File: src/rtl/lv_efuse_ctrl_pkg.sv
// lv_efuse_ctrl_pkg: shared lv efuse controller defaults and state encoding.
package lv_efuse_ctrl_pkg;
    localparam int LV_EFUSE_WORD_NUM = 8;
    localparam int LV_EFUSE_DATA_W   = 8;
    localparam int LV_EFUSE_STRB_CYC = 4;
    typedef enum logic [2:0] {IDLE, SETUP, STROBE, CAPTURE, DONE} efuse_state_e;
endpackage

File: src/rtl/lv_efuse_ctrl.sv
// lv_efuse_ctrl: sequential efuse word loader with register-bank writeback and XOR checksum.
module lv_efuse_ctrl
    import lv_efuse_ctrl_pkg::*;
#(
    parameter int EFUSE_WORD_NUM = LV_EFUSE_WORD_NUM,
    parameter int EFUSE_DATA_W   = LV_EFUSE_DATA_W,
    parameter int EFUSE_STRB_CYC = LV_EFUSE_STRB_CYC
) (
    input  logic                              i_clk,
    input  logic                              i_rst_n,
    input  logic                              i_power_on,
    input  logic                              i_fsm_efuse_load_en,
    output logic                              o_efuse_fsm_load_done,
    output logic                              o_efuse_cs,
    output logic [$clog2(EFUSE_WORD_NUM)-1:0] o_efuse_addr,
    output logic                              o_efuse_rd_strb,
    input  logic [EFUSE_DATA_W-1:0]           i_efuse_rdata,
    output logic                              o_reg_wr_en,
    output logic [$clog2(EFUSE_WORD_NUM)-1:0] o_reg_wr_addr,
    output logic [EFUSE_DATA_W-1:0]           o_reg_wr_data,
    output logic                              o_efuse_busy,
    output logic                              o_efuse_chk_err
);
    localparam int AW = $clog2(EFUSE_WORD_NUM);
    localparam logic [AW-1:0] LAST_IDX = AW'(EFUSE_WORD_NUM - 1);
    localparam logic [3:0] LAST_CNT = 4'(EFUSE_STRB_CYC - 1);

    efuse_state_e state, next;
    logic [AW-1:0] idx, idx_nxt;
    logic [3:0] cnt, cnt_nxt;
    logic [EFUSE_DATA_W-1:0] acc;
    logic start, sel, capture;

    always_comb begin
        next = state;
        idx_nxt = idx;
        cnt_nxt = cnt;
        case (state)
            IDLE: if (i_fsm_efuse_load_en) begin
                next = SETUP;
                idx_nxt = '0;
            end
            SETUP: begin
                next = STROBE;
                cnt_nxt = '0;
            end
            STROBE: if (cnt == LAST_CNT) next = CAPTURE; else cnt_nxt = cnt + 4'd1;
            CAPTURE: if (idx == LAST_IDX) next = DONE; else begin
                next = SETUP;
                idx_nxt = idx + AW'(1);
            end
            default: next = IDLE;
        endcase
        if (!i_power_on) next = IDLE;
    end

    assign start = state == IDLE && next == SETUP;
    assign sel = next == SETUP || next == STROBE || next == CAPTURE;
    assign capture = state == CAPTURE && i_power_on;

    // Outputs are registered from the next-state view so they line up with the state they describe.
    always_ff @(posedge i_clk or negedge i_rst_n) begin
        if (!i_rst_n) begin
            state <= IDLE;
            idx <= '0;
            cnt <= '0;
            acc <= '0;
            o_efuse_cs <= 1'b0;
            o_efuse_rd_strb <= 1'b0;
            o_efuse_addr <= '0;
            o_efuse_busy <= 1'b0;
            o_efuse_fsm_load_done <= 1'b0;
            o_reg_wr_en <= 1'b0;
            o_reg_wr_addr <= '0;
            o_reg_wr_data <= '0;
            o_efuse_chk_err <= 1'b0;
        end else begin
            state <= next;
            idx <= idx_nxt;
            cnt <= cnt_nxt;
            o_efuse_cs <= sel;
            o_efuse_rd_strb <= next == STROBE;
            o_efuse_addr <= sel ? idx_nxt : '0;
            o_efuse_busy <= next != IDLE;
            o_efuse_fsm_load_done <= next == DONE;
            o_reg_wr_en <= capture;
            if (capture) begin
                o_reg_wr_addr <= idx;
                o_reg_wr_data <= i_efuse_rdata;
            end
            acc <= start ? '0 : capture ? acc ^ i_efuse_rdata : acc;
            // acc holds words 0..N-2 while the last word is on the bus
            o_efuse_chk_err <= start ? 1'b0 : (capture && next == DONE) ? acc != i_efuse_rdata : o_efuse_chk_err;
        end
    end
endmodule
File: config.mk
export PLATFORM = sky130hd
export DESIGN_NAME = lv_efuse_ctrl
export DESIGN_NICKNAME = d
export VERILOG_FILES = /design/src/rtl/lv_efuse_ctrl_pkg.sv /design/src/rtl/lv_efuse_ctrl.sv
export SDC_FILE = /design/constraint.sdc
export NUM_CORES = 1
export LEC_CHECK = 0
export ABC_AREA = 1
export CAP_MARGIN = 20
export CORE_MARGIN = 8
export CORE_UTILIZATION = 55
export DETAILED_ROUTE_END_ITERATION = 12
export PLACE_DENSITY = 0.87
export RECOVER_POWER = 100
export SYNTH_ARGS = -nofsm -noshare
export SYNTH_HDL_FRONTEND = slang
export SYNTH_SLANG_ARGS = --single-unit
export TNS_END_PERCENT = 50
File: constraint.sdc
create_clock -name i_clk -period 3.9 [get_ports i_clk]
set_input_delay 0.78 -clock i_clk [delete_from_list [all_inputs] [get_ports i_clk]]
set_output_delay 0.78 -clock i_clk [all_outputs]
set_load 0.02 [all_outputs]
==> results.md <==
- Cell leakage power: 0.00119 uW
- Net load switching power: 295 uW
- Clock share of power: 0.315
- Count of buffering cells on the critical path with inverters included: 2
- Post-synthesis share of cell area spent on and, or, nand and nor gates: 0.253
- Number of synthesized flops with an enable pin: 0
- Count of buffers inserted at the top-level ports: 31
- First-pass GRT wire length: 5210 um
- Fmax: 416 MHz
- Share of power burned in combinational logic: 0.222
- Sw frac: 0.282
- Setup skew after layout: 13.1 ps
- Sequential Power Share: 0.463
- Total number of yosys warnings: 0
- Reg2reg setup slack: 2010 ps
- Ant. Diodes: 0
- Number of hold violations in the final report: 0
- Pwr/cell area: 491 nW/um2
- Area growth from synthesis to layout: 22.6%
- Die footprint: 5210 um2
- Endpoint of the worst-slack reg-to-reg timing path: o_efuse_chk_err
- Instance count on the critical path: 6
- Initial antenna violation count: 0
- Number of violations of the max-capacitance limit: 1
- H-tree Lvls: 2
- Critical path required time: 4130 ps
- Cell Chain, Critical Path: dlygate4sd3_1 > inv_1 > nor2_1 > nand3_1 > nor2_1 > nor2_1
- Number of global-route vias before repair: 1,274
- Number of buffers created by CTS: 5
- Destination of the worst hold path: o_reg_wr_data[0]
- Via total after detailed routing: 1,313
- Cell at the slowest stage of the critical path: sky130_fd_sc_hd__dlygate4sd3_1
- Maximum number of pins on one net before global-route repair: 39
- Setup violation total in the final timing report: 0
- Yosys cell types: 26
- Clock Path Buffers: 2
- Detailed Route Iter0 Violations: 77
- Cell types occupying the most area after synthesis: sky130_fd_sc_hd__dfrtp_1 55%, sky130_fd_sc_hd__nand2_1 16%, sky130_fd_sc_hd__inv_1 6.1%
- Max Transition Viols Final: 39
- TritonCTS clock tree: done
- Fraction of the core area covered by cells at the end of the flow: 0.702
- Number of gates given a new drive strength after cts: 0
- Congestion Overflow GR: 0
- Leading area contributor after synthesis: sky130_fd_sc_hd__dfrtp_1
- Half-perimeter wire length after placement: 2180 um
- Clk_lat worst skew: 340 ps
- Area share of the leading cell type in the synthesized netlist: 0.548
- Min-delay worst type: flop to flop
- Unrepaired setup endpoints after global routing: false
- Internal Dissipation: 749 uW
- RD Place Congestion: 0.842
- Overall global routing resource usage: 0.126
- Placed standard-cell area: 2070 um2
- Type of the worst setup path: primary input to flop
- Critical path launch point type: primary input
- CTS Hold Buffers Added: 0
- Clock Tree Root: sky130_fd_sc_hd__clkbuf_4
- Slew @ Worst Pin: 1890 ps
- Delay contributed by the slowest stage of the critical path: 610 ps
- Starting density of the core: 0.573
- Count leader, synth: sky130_fd_sc_hd__nand2_1
- Synth cell count leaders: 74 x sky130_fd_sc_hd__nand2_1, 38 x sky130_fd_sc_hd__dfrtp_1, 28 x sky130_fd_sc_hd__inv_1
- Number of register bits inferred by synthesis: 38
- Violated checks: max-capacitance violations, max-slew violations
- WL per Instance: 10.8 um
- Post-route DRC: 0
- Share of cell area taken by muxes after synthesis: 0
- Sequential element share of the synthesized area: 0.548
- Number of clock sinks: 38
- Post-synthesis area per instance: 8.67 um2
- Max-slew headroom: -0.262
- Width of the die: 72.2 um
- Net Count, Synth: 214
- Worst Hold Slack: 474 ps
- Number of rows created at floorplan: 20
- FFs w/ async S/R, synth: 1.00
- Die Span Y: 72.2 um
- Fraction of synthesized cell area in xor and xnor cells: 0.0303
- Maximum resistive drop on vdd: 0.313 mV
- Number of fillers in the final layout: 231
- Total negative slack: 0 ps
- Family with the most delay on the worst path: simple AND/OR/NAND/NOR gates
- Reg-to-reg critical path startpoint: state[2]
- Result of the run: finished, violations left
- Synth Area in Compound Gates: 0.0714
- Final min period: 2410 ps
- Synth Area in Adders: 0.0144
- Total Routed Length: 3030 um
- Combinational family with the most area after synthesis: simple AND/OR/NAND/NOR gates
- Top_reg_cell synth: sky130_fd_sc_hd__dfrtp_1
- Worst-path maximum fanout: 10
- Worst Reg2Reg Path Length in Cells: 6
- Final period utilization: 0.617
- IO Pins: 32
- Critical Path AT: 2640 ps
- Via density per instance: 4.69
- Total Nets Final: 249
- Gate count of the mapped netlist: 200
- Number of optimization iterations in the first detailed-route pass: 4
- Worst hold path depth: 2
- Most frequent cell on the critical path: sky130_fd_sc_hd__nor2_1
- Post-Syn Area: 1730 um2
- Buffers inserted by post-CTS timing repair: 0
- Hold path start: o_reg_wr_data[0]
- Worst setup EP type: flop
- Total non-filler cell area in the finished layout: 2130 um2
- Placeable core region: 3030 um2
- Clock slew seen by the registers of the worst setup and hold paths: 110 ps
- Share of final-layout standard cells stronger than drive strength 1: 0.0508
- Post-detailed-route count of antenna-violating nets: 0
[power by group through the flow]
stage / Sequential, uW / Clock [uW] / Combinational [uW]
floorplan: 537 / 0 / 93.7
global placement: 493 / 0 / 249
detailed placement: 494 / 0 / 255
CTS: 486 / 336 / 258
global route: 493 / 353 / 260
finish: 484 / 329 / 231
[cell usage in the layout (no fill, tap or decap)]
| master | count |
|---|---|
| sky130_fd_sc_hd__nand2_1 | 75 |
| sky130_fd_sc_hd__dfrtp_1 | 38 |
| sky130_fd_sc_hd__inv_1 | 29 |
| sky130_fd_sc_hd__dlygate4sd3_1 | 22 |
| sky130_fd_sc_hd__o21ai_0 | 15 |
| sky130_fd_sc_hd__nor2_1 | 10 |
| sky130_fd_sc_hd__nand3_1 | 9 |
| sky130_fd_sc_hd__clkdlybuf4s50_1 | 8 |
| sky130_fd_sc_hd__xnor2_1 | 5 |
| sky130_fd_sc_hd__clkbuf_4 | 5 |
| sky130_fd_sc_hd__a21oi_1 | 4 |
| sky130_fd_sc_hd__nand3_2 | 2 |
| sky130_fd_sc_hd__ha_1 | 2 |
| sky130_fd_sc_hd__bufinv_16 | 2 |
| sky130_fd_sc_hd__and2_1 | 1 |
| sky130_fd_sc_hd__a21o_1 | 1 |
| sky130_fd_sc_hd__nor3_1 | 1 |
| sky130_fd_sc_hd__inv_4 | 1 |
| sky130_fd_sc_hd__xor2_1 | 1 |
| sky130_fd_sc_hd__o22ai_1 | 1 |
| sky130_fd_sc_hd__or2_2 | 1 |
| sky130_fd_sc_hd__nand4_1 | 1 |
| sky130_fd_sc_hd__clkinv_4 | 1 |
| sky130_fd_sc_hd__clkbuf_1 | 1 |
[worst register-to-register path, delay by kind of cell (launching register included)]
family / cells / cell delay [ps]
flip-flops: 1 / 410
AND/OR/NAND/NOR: 5 / 1240
buffers and inverters: 1 / 140
[registers in the layout (all words and copies together) (netlist names)]
name / flops
o_efuse_fsm_load_done: 1
state: 3
o_efuse_busy: 1
acc: 8
o_reg_wr_en: 1
cnt: 4
o_efuse_rd_strb: 1
o_efuse_addr: 3
o_reg_wr_data: 8
o_efuse_cs: 1
idx: 3
o_reg_wr_addr: 3
o_efuse_chk_err: 1
[per-layer routing]
| metal | track usage | up-vias | wire (um) |
|---|---|---|---|
| li1 | - | 685 | - |
| met1 | 0.140 | 598 | 1390 |
| met2 | 0.216 | 26 | 1440 |
| met3 | 0.0344 | 4 | 148 |
| met4 | 0.0612 | 0 | 55 |
| met5 | 0 | - | 0 |
[worst max path at each step]
stage	slack, ps	startpoint	end
3_3_place_gp	1710	i_power_on	acc[0]
6_report	1490	i_power_on	o_efuse_chk_err
3_5_place_dp	1680	i_power_on	acc[4]
2_1_floorplan	2390	i_power_on	acc[0]
5_1_grt	1410	i_rst_n	acc[4]
4_1_cts	1790	o_reg_wr_addr[0]	o_reg_wr_addr[0]
[metrics by stage]
stage          cells  worst slack, ps  power (uW)
3_5_place_dp     272             1680         749
5_1_grt          280             1410        1110
3_3_place_gp     272             1710         742
4_1_cts          280             1790        1080
2_1_floorplan    200             2390         631
6_report         280             1490        1040
[cell families after synthesis]
logic type	count (synthesis)
fa+ha+maj	2
compound gates	21
buf+inv	33
flops	38
simple gates	100
xor+xnor	6
[cell type report]
type / instances / area [um2] / area share
clock buffer: 5 / 37.5 / 0.0177
clock inverter: 3 / 68.8 / 0.0324
inverter: 30 / 115 / 0.0541
multi-input combinational: 129 / 594 / 0.280
sequential: 38 / 951 / 0.447
tap: 44 / 55.1 / 0.0259
timing repair buffer: 31 / 304 / 0.143
No activity file was read; power rests on OpenSTA's default activity.
